===== config.mk =====
export PLATFORM = sky130hd
export DESIGN_NAME = ahbl_rr_sched
export DESIGN_NICKNAME = d
export VERILOG_FILES = /design/src/rtl/ahbl_rr_sched.sv
export SDC_FILE = /design/constraint.sdc
export NUM_CORES = 1
export LEC_CHECK = 0
export BUFFER_PORTS_ARGS = -buffer_cell sky130_fd_sc_hd__buf_2
export CAP_MARGIN = 5
export CELL_PAD_IN_SITES_DETAIL_PLACEMENT = 1
export CELL_PAD_IN_SITES_GLOBAL_PLACEMENT = 1
export CORE_AREA = 2 2 39 41
export CTS_BUF_LIST = sky130_fd_sc_hd__clkbuf_4
export CTS_CLUSTER_DIAMETER = 80
export CTS_CLUSTER_SIZE = 8
export DETAILED_ROUTE_END_ITERATION = 12
export DIE_AREA = 0 0 41 43
export GPL_TIMING_DRIVEN = 0
export PLACE_DENSITY_LB_ADDON = 0.1
export REMOVE_ABC_BUFFERS = 1
export SYNTH_ARGS = -nofsm -noshare
export SYNTH_HDL_FRONTEND = slang
export SYNTH_SLANG_ARGS = --single-unit

===== constraint.sdc =====
create_clock -name clk -period 3.66 [get_ports clk]
set_clock_uncertainty 0.05 [all_clocks]
set_input_delay 1.098 -clock clk [delete_from_list [all_inputs] [get_ports clk]]
set_output_delay 1.098 -clock clk [all_outputs]
set_load 0.005 [all_outputs]

===== src/rtl/ahbl_rr_sched.sv =====
// ahbl_rr_sched: round-robin address-phase scheduler for an AHB-Lite
// interconnect.
// It grants one requesting master at a time. A grant that is shown while
// the downstream is stalled stays in place until the address phase
// completes. A port that wins too many times in a row is rotated away from.
// Optional feature: define AHBL_RR_LOCK_EN to keep the bus on a master for
// the whole of an HMASTLOCK sequence.
module ahbl_rr_sched #(
    parameter int                 N_PORTS   = 2,
    parameter logic [N_PORTS-1:0] CONN_MASK = {N_PORTS{1'b1}},
    parameter int                 MAX_HOLD  = 4
) (
    input  logic               clk,
    input  logic               rst_n,
    input  logic [N_PORTS-1:0] req,
    input  logic [N_PORTS-1:0] mastlock,
    input  logic               advance,
    output logic [N_PORTS-1:0] gnt,
    output logic [N_PORTS-1:0] gnt_d,
    output logic               locked
);

    localparam int                 PTR_W    = $clog2(N_PORTS);
    localparam int                 HOLD_CAP = (MAX_HOLD == 0) ? 1 : MAX_HOLD;
    localparam int                 CNT_W    = $clog2(HOLD_CAP + 1);
    localparam logic [PTR_W-1:0]   PTR_RST  = PTR_W'(N_PORTS - 1);
    localparam logic [CNT_W-1:0]   CNT_CAP  = CNT_W'(HOLD_CAP);
    localparam logic [N_PORTS-1:0] ONE_HOT0 = {{(N_PORTS-1){1'b0}}, 1'b1};

    logic [N_PORTS-1:0] eligible;
    logic [N_PORTS-1:0] ptr_onehot;
    logic [N_PORTS-1:0] search_mask;
    logic [N_PORTS-1:0] rr_gnt;
    logic [N_PORTS-1:0] hold_gnt;
    logic [PTR_W-1:0]   ptr;
    logic [PTR_W-1:0]   gnt_idx;
    logic [CNT_W-1:0]   hold_cnt;
    logic               hold_valid;
    logic               force_rotate;
    logic               gnt_any;

    assign eligible   = req & CONN_MASK;
    assign ptr_onehot = ONE_HOT0 << ptr;
    assign gnt_any    = |gnt;

`ifdef AHBL_RR_LOCK_EN
    logic               lock_q;
    logic [PTR_W-1:0]   lock_id;
    logic [N_PORTS-1:0] lock_onehot;

    assign lock_onehot = ONE_HOT0 << lock_id;
    assign locked      = lock_q;
`else
    logic unused_mastlock;

    assign unused_mastlock = ^mastlock;
    assign locked          = 1'b0;
`endif

    // Take the last winner out of the search once it has used up its run
    // of consecutive grants, but only if someone else is waiting.
    always_comb begin
        force_rotate = 1'b0;
        if ((MAX_HOLD != 0) && (hold_cnt == CNT_CAP) &&
            ((eligible & ~ptr_onehot) != '0)) begin
            force_rotate = 1'b1;
        end
        search_mask = force_rotate ? (eligible & ~ptr_onehot) : eligible;
    end

    // Cyclic search that starts just after the last accepted winner, so the
    // last winner is considered last.
    always_comb begin
        int cand;
        rr_gnt = '0;
        cand   = 0;
        for (int i = 1; i <= N_PORTS; i++) begin
            cand = i + int'(ptr);
            if (cand >= N_PORTS) begin
                cand = cand - N_PORTS;
            end
            if ((rr_gnt == '0) && search_mask[PTR_W'(cand)]) begin
                rr_gnt[PTR_W'(cand)] = 1'b1;
            end
        end
    end

    // Pick the grant in order of precedence: a locked sequence first, then a
    // grant that is still stalled, then the round-robin winner.
    always_comb begin
        gnt = rr_gnt;
        if (hold_valid && ((req & hold_gnt) != '0)) begin
            gnt = hold_gnt;
        end
`ifdef AHBL_RR_LOCK_EN
        if (lock_q) begin
            gnt = req[lock_id] ? lock_onehot : '0;
        end
`endif
    end

    // Convert the one-hot grant to a port index for the pointer update.
    always_comb begin
        gnt_idx = '0;
        for (int p = 0; p < N_PORTS; p++) begin
            if (gnt[p]) begin
                gnt_idx = PTR_W'(p);
            end
        end
    end

    // Record a stalled grant. When the address phase completes, record the
    // winner, the data-phase owner and the length of its run of wins.
    always_ff @(posedge clk) begin
        if (!rst_n) begin
            ptr        <= PTR_RST;
            hold_cnt   <= '0;
            hold_valid <= 1'b0;
            hold_gnt   <= '0;
            gnt_d      <= '0;
        end else begin
            hold_valid <= gnt_any && !advance;
            if (gnt_any && !advance) begin
                hold_gnt <= gnt;
            end
            if (advance) begin
                gnt_d <= gnt;
                if (gnt_any) begin
                    ptr <= gnt_idx;
                    if (gnt_idx == ptr) begin
                        if (hold_cnt != CNT_CAP) begin
                            hold_cnt <= hold_cnt + 1'b1;
                        end
                    end else begin
                        hold_cnt <= CNT_W'(1);
                    end
                end
            end
        end
    end

`ifdef AHBL_RR_LOCK_EN
    // Enter a locked sequence when a locking master wins. Leave it when that
    // master completes a phase that is not locked, or stops requesting.
    always_ff @(posedge clk) begin
        if (!rst_n) begin
            lock_q  <= 1'b0;
            lock_id <= '0;
        end else if (advance) begin
            if (lock_q) begin
                if (!mastlock[lock_id] || !req[lock_id]) begin
                    lock_q <= 1'b0;
                end
            end else if (gnt_any && mastlock[gnt_idx]) begin
                lock_q  <= 1'b1;
                lock_id <= gnt_idx;
            end
        end
    end
`endif

endmodule


==> results of run 1 <==
## metrics by stage
step | worst slack, ns | utilization (%) | instances | area, sq um
after floorplan | 0.997 | - | 59 | 509
after global placement | 0.633 | 41.1 | 83 | 569
after detailed placement | 0.604 | 41.1 | 83 | 569
after CTS | 0.605 | 43.3 | 87 | 599
after global routing | 0.541 | 43.3 | 87 | 599
final | 0.598 | 43.3 | 87 | 599
## logic make-up (layout without fill, tap and decap cells)
kind of cell / Yosys count / count (layout) / synth area share [%]
compound gates: 20 / 20 / 31.0
fa+ha+maj: 2 / 2 / 4.63
buf+inv: 9 / 17 / 9.26
flops: 9 / 9 / 33.3
other cells: 1 / 1 / 0.694
simple gates: 22 / 22 / 21.1
## worst paths after layout
path	from	end	slack (ns)	cells past startpoint
max	req[0]	gnt[0]	0.60	5
min	gnt_d[1]	gnt_d[1]	0.43	2
max reg2reg	hold_cnt[0]	hold_cnt[0]	2.06	6
min reg2reg	gnt_d[1]	gnt_d[1]	0.43	2
## layout by cell type, fill, tap and decap left out, types with 2 or more instances in the layout
cell      n
nand3b_1  2
ha_1      2
dfxtp_1   9
clkbuf_4  4
o211ai_1  2
a21oi_1   4
nand2_1   6
nor3_1    2
nand2b_1  2
nor2_1    4
buf_2     8
and2_1    2
inv_1     5
a22oi_1   2
nand4_1   2
a31oi_1   2
o21a_1    2
## worst reg2reg max path: cells and delay by family (launching register included)
kind / cells / cell delay, ns
DFF: 1 / 0.35
and+or+nand+nor: 1 / 0.19
adders and majority gates: 1 / 0.22
buffers and inverters: 1 / 0.07
AOI/OAI and AO/OA: 3 / 0.67
## final cells by class
cell class	count	area [sq um]
Sequential cell	9	180
Tap cell	16	20.0
Inverter	5	18.8
Fill cell	174	785
Timing Repair Buffer	8	40.0
Clock buffer	4	30.0
Multi-Input combinational cell	45	310
## where the power goes
group          switching, uW  internal, uW
sequential              4.18           102
clock                   38.7          49.5
combinational           14.7          12.6
total                   57.6           164
## metal layers
| layer | global-route usage [%] | vias up | share of wire (%) |
|---|---|---|---|
| li1 | - | 243 | - |
| met1 | 22.5 | 234 | 48 |
| met2 | 22.8 | 6 | 48 |
| met3 | 4.71 | 2 | 2.8 |
| met4 | 8.00 | 0 | 0.77 |
| met5 | 0 | - | 0 |
## state kept, by name (all words and copies together), names as in the netlist
register,cells
gnt_d,2
hold_cnt,3
hold_gnt,2
hold_valid,1
ptr,1
==> metrics.md, run 1 <==
| Metric | Value |
|---|---|
| Outcome | `finished, final reports clean` |
| Initial antenna violation count | `0` |
| Via count of the first global-routing pass | `419` |
| TritonCTS clock tree | `done` |
| Arrival time of data at the critical path endpoint | `1.91 ns` |
| Endpoints failing hold | `0` |
| Maximum achievable frequency | `327 MHz` |
| Number of levels in the clock H-tree | `1` |
| Cell type contributing the most total cell area after synthesis | `dfxtp_1` |
| Share of synthesized registers carrying an async set or reset | `0%` |
| Post-synth top area share | `33.3%` |
| Setup Total Neg Slack | `0 ns` |
| Worst path cell trace | `buf_2, a22oi_1, o211ai_1, nand2_1, buf_2` |
| Largest fanout of any net on the critical path | `8` |
| Cell count after synthesis | `63` |
| Most common cell in the synthesized netlist | `dfxtp_1` |
| Cts bufs inserted | `3` |
| Total global-route track usage | `16.4%` |
| Post-detail-place hpwl | `892 microns` |
| Sort of element at the start of the critical path | `primary input` |
| Cell with the largest stage delay on the worst path | `o211ai_1` |
| Starting density of the core | `39.1%` |
| WL final | `1170 microns` |
| Die width | `41 microns` |
| Post-CTS clock slew at the launch and capture registers of the worst setup and hold paths | `0.07 ns` |
| Num ports | `12` |
| Top cells by area in the synthesized netlist | `dfxtp_1 33%, ha_1 4.6%, nand2_1 4.2%` |
| Number of nets in the final layout | `81` |
| Total Die Area | `1760 sq um` |
| Tmin final | `3.06 ns` |
| Gr ovfl total | `0` |
| #FFs+latches synth | `9` |
| First-pass DRT Iterations | `2` |
| Classification of the worst-slack hold path | `register to register` |
| Library cell appearing most often on the critical path | `buf_2` |
| Area added between synthesis and finish | `10.9%` |
| Largest net degree at the start of global routing | `11` |
| RePlAce Congestion | `0.681` |
| Count of unique library cells instantiated by Yosys | `29` |
| RSZ-0062 raised after global routing | `false` |
| Post-route DRC | `0` |
| CTS Root Cell | `clkbuf_4` |
| Synth Area per Inst | `8.58 sq um` |
| Final worst path period share | `83.7%` |
| Warnings, synthesis | `0` |
| Setup Buffers After CTS | `0` |
| Critical path endpoint category | `primary output` |
| Ant. Diodes | `0` |
| DIE HEIGHT | `43 microns` |
| Critical path buffer and inverter count | `2` |
| Leading register cell type out of synthesis | `dfxtp_1` |
| Vias/cell | `5.57` |
| Total number of vias | `485` |
| Number of cell rows | `14` |
| Max-cap violation count | `0` |
| Share of cells above drive strength 1 | `22.5%` |
| Max VDD drop | `0.163 mV` |
| PnR Total Power | `221 uW` |
| Combined area of all synthesized cells | `541 sq um` |
| Leak | `0.000241 uW` |
| Commonest cells in the synthesized netlist | `9 x dfxtp_1, 6 x nand2_1, 5 x inv_1` |
| Delay of the slowest cell on the worst path | `0.33 ns` |
| Share of the yosys chip area belonging to registers | `33.3%` |
| Port Buf Inserts | `8` |
| Critical Setup Path Class | `primary input to primary output` |
| Number of max-slew violations in the final report | `0` |
| Cell area power density | `369 nW/um^2` |
| Count of final setup violators | `0` |
| Clock latency on the worst-skew pair | `0.26 ns` |
| # clock sinks | `9` |
| Final hold slack | `0.428 ns` |
| Worst path required time | `2.51 ns` |
| Delay-heaviest family, CP | `compound AO/OA/AOI/OAI gates` |
| Drt initial violations | `1` |
| Final ANT Viol Nets | `0` |
| Hold buffer count at cts | `0` |
| Core area | `1380 sq um` |
| Number of resized instances in the post-cts repair step | `0` |
| Number of flops mapped to enable cells by yosys | `0` |
| First-pass GRT wire length | `1880 microns` |
| Clock buffer depth | `2` |
| Post-DR wirelength/cell | `13.5 microns` |
(Power assumes the default switching activity.)
==> inputs of run 2 (changes only) <==
--- a/config.mk
+++ b/config.mk
@@ -9,12 +9,12 @@
 export CAP_MARGIN = 5
 export CELL_PAD_IN_SITES_DETAIL_PLACEMENT = 1
 export CELL_PAD_IN_SITES_GLOBAL_PLACEMENT = 1
-export CORE_AREA = 2 2 39 41
+export CORE_MARGIN = 2
+export CORE_UTILIZATION = 39
 export CTS_BUF_LIST = sky130_fd_sc_hd__clkbuf_4
 export CTS_CLUSTER_DIAMETER = 80
 export CTS_CLUSTER_SIZE = 8
 export DETAILED_ROUTE_END_ITERATION = 12
-export DIE_AREA = 0 0 41 43
 export GPL_TIMING_DRIVEN = 0
 export PLACE_DENSITY_LB_ADDON = 0.1
 export REMOVE_ABC_BUFFERS = 1
==> constraint.sdc (replaced) <==
create_clock -name clk -period 2.9 [get_ports clk]
set_clock_uncertainty 0.05 [all_clocks]
set_input_delay 0.87 -clock clk [delete_from_list [all_inputs] [get_ports clk]]
set_output_delay 0.87 -clock clk [all_outputs]
set_load 0.005 [all_outputs]
==> run 2 against run 1 <==
  * Total power grew 24%
  * Clock power rose by 21%
  * Sequential share of layout area increased by 0.063 points
  * Highest routed layer unchanged
  * Largest power group unchanged
  * Register-to-register slack worse by 0.77 ns
  * Critical endpoint unchanged
  * Critical path type unchanged
  * Non-clock buffer count stayed put
  * Sequential power increased by 26%
  * Sequential cell count is the same
  * Final cell count shrank 1.1%
  * Final area down 0.21%
==> metrics.md, run 2 (same netlist as run 1, synthesis figures left out) <==
| Metric | Value |
|---|---|
| Arrival time of data at the critical path endpoint | `1.64 ns (was 1.91 ns)` |
| Setup Total Neg Slack | `0 ns (unchanged)` |
| Number of instances on the worst hold path | `2 (unchanged)` |
| Delay of the slowest cell on the worst path | `0.29 ns (was 0.33 ns)` |
| Number of cells traversed by the worst register-to-register path | `6 (unchanged)` |
| # clock sinks | `9 (unchanged)` |
| Drt initial violations | `2 (was 1)` |
| Number of cell rows | `13 (was 14)` |
| Highest-count cells in the layout ignoring fill and taps | `9 x dfxtp_1, 8 x buf_2, 6 x nand2_1, 5 x inv_1 (unchanged)` |
| Vias/cell | `5.63 (was 5.57)` |
| DIE HEIGHT | `41.2 microns (was 43 microns)` |
| First-pass DRT Iterations | `2 (unchanged)` |
| Starting density of the core | `41.5% (was 39.1%)` |
| Post-DR wirelength/cell | `13.9 microns (was 13.5 microns)` |
| Via count of the first global-routing pass | `423 (was 419)` |
| Leading registers by flop count | `hold_cnt (3), gnt_d (2), hold_gnt (2) (unchanged)` |
| Final ANT Viol Nets | `0 (unchanged)` |
| Post-detail-place hpwl | `866 microns (was 892 microns)` |
| Number of nets in the final layout | `81 (unchanged)` |
| Worst path required time | `1.98 ns (was 2.51 ns)` |
| Largest net degree at the start of global routing | `11 (unchanged)` |
| Port Buf Inserts | `8 (unchanged)` |
| Placement-stage cell area | `568 sq um (was 569 sq um)` |
| Initial antenna violation count | `0 (unchanged)` |
| Critical path endpoint category | `primary output (unchanged)` |
| Total number of vias | `484 (was 485)` |
| Post-CTS clock slew at the launch and capture registers of the worst setup and hold paths | `0.06 ns (was 0.07 ns)` |
| Worst path cell trace | `buf_2, a22oi_1, o211ai_1, nand2_1, buf_2 (unchanged)` |
| Gr ovfl total | `0 (unchanged)` |
| Classification of the worst-slack hold path | `register to register (unchanged)` |
| Number of levels in the clock H-tree | `1 (unchanged)` |
| Tmin final | `2.56 ns` |
| Hold buffer count at cts | `0 (unchanged)` |
| WL final | `1190 microns (was 1170 microns)` |
| Ant. Diodes | `0 (unchanged)` |
| Core area | `1300 sq um (was 1380 sq um)` |
| Flip-flop count of the largest register, all copies and words added | `3 (unchanged)` |
| Setup slack on the worst flop-to-flop path | `1.29 ns (was 2.06 ns)` |
| Cts bufs inserted | `3 (unchanged)` |
| Post-route DRC | `0 (unchanged)` |
| Critical Setup Path Class | `primary input to primary output (unchanged)` |
| Clock buffer depth | `2 (unchanged)` |
| Num ports | `12 (unchanged)` |
| Total global-route track usage | `16.4% (about the same)` |
| Area occupied by multi-input gates | `310 sq um (unchanged)` |
| Fin util | `46.0% (was 43.3%)` |
| Most common library cell in the layout ignoring fill and taps | `dfxtp_1 (unchanged)` |
| Delay-heaviest family, CP | `compound AO/OA/AOI/OAI gates (unchanged)` |
| Critical path buffer and inverter count | `2 (unchanged)` |
| Share of cells above drive strength 1 | `22.5% (unchanged)` |
| Max-cap violation count | `0 (unchanged)` |
| Cell with the largest stage delay on the worst path | `o211ai_1 (unchanged)` |
| TritonCTS clock tree | `done (unchanged)` |
| Largest fanout of any net on the critical path | `8 (unchanged)` |
| Die width | `41.2 microns (was 41 microns)` |
| RePlAce Congestion | `0.685 (was 0.681)` |
| Setup Buffers After CTS | `0 (unchanged)` |
| Outcome | `finished, final reports clean (unchanged)` |
| Max VDD drop | `0.185 mV (was 0.163 mV)` |
| RSZ-0062 raised after global routing | `false (unchanged)` |
| Total Die Area | `1700 sq um (was 1760 sq um)` |
| Number of max-slew violations in the final report | `0 (unchanged)` |
| Cell area power density | `459 nW/um^2 (was 369 nW/um^2)` |
| Area added between synthesis and finish | `10.6% (was 10.9%)` |
| First-pass GRT wire length | `1770 microns (was 1880 microns)` |
| Clock latency on the worst-skew pair | `0.26 ns (about the same)` |
| Logic depth of the worst path, buffers included | `5 (unchanged)` |
| Total non-filler cell area in the finished layout | `598 sq um (was 599 sq um)` |
| Number of resized instances in the post-cts repair step | `0 (unchanged)` |
| Sequential standard cell area | `180 sq um (unchanged)` |
| Sort of element at the start of the critical path | `primary input (unchanged)` |
| Register containing the most flip-flops in the final layout | `hold_cnt (unchanged)` |
| Final worst path period share | `88.3%` |
| Library cell appearing most often on the critical path | `buf_2 (unchanged)` |
| Count of final setup violators | `0 (unchanged)` |
| Maximum achievable frequency | `391 MHz` |
| Leak | `0.000241 uW (unchanged)` |
| Endpoints failing hold | `0 (unchanged)` |
| Filler cell count | `171 (was 174)` |
| CTS Root Cell | `clkbuf_4 (unchanged)` |
[run 2: cell counts in the layout (fill, tap and decap cells not counted)]
Identical to the previous run, type by type.
[run 2: layout make-up]
cell class / instances / share of cell area, %
Tap cell: 15 / 3.14
Inverter: 5 / 3.14
Clock buffer: 4 / 5.02
Sequential cell: 9 / 30.1
Timing Repair Buffer: 8 / 6.69
Multi-Input combinational cell: 45 / 51.9
[run 2: power by group]
| part | switching [uW] | leakage, uW | internal [uW] |
|---|---|---|---|
| registers | 5.58 | 0.0000736 | 128 |
| clock network | 44.1 | 0.0000184 | 62.4 |
| logic | 18.5 | 0.000149 | 15.9 |
| total | 68.2 | 0.000241 | 206 |
[run 2: final timing paths]
check,from,endpoint
setup / recovery,req[0],gnt[0]
hold / removal,gnt_d[1],gnt_d[1]
setup reg to reg,hold_cnt[0],hold_cnt[0]
hold reg to reg,gnt_d[1],gnt_d[1]
[run 2: stage by stage]
| stage | cells | hold WS, ns | setup slack [ns] | power [uW] |
|---|---|---|---|---|
| detailed placement | 82 | 0.426 | 0.342 | 171 |
| finish | 86 | 0.434 | 0.340 | 275 |
| floorplan | 59 | 0.416 | 0.693 | 157 |
| global route | 86 | 0.455 | 0.273 | 290 |
| CTS | 86 | 0.435 | 0.335 | 278 |
| global placement | 82 | 0.409 | 0.327 | 171 |
[run 2: metal layers]
layer	routed length, microns	up-vias	track usage (%)	share of wire, %
li1	-	247	-	-
met1	575	224	21.1	48
met2	554	10	26.2	46
met3	46	3	4.89	3.9
met4	16	0	4.84	1.3
met5	0	-	0	0
[run 2: worst min-delay path: cells and delay by family (launching register included)]
family | cells | cell delay (ns)
AOI/OAI and AO/OA | 1 | 0.06
DFF | 1 | 0.31
and+or+nand+nor | 1 | 0.07
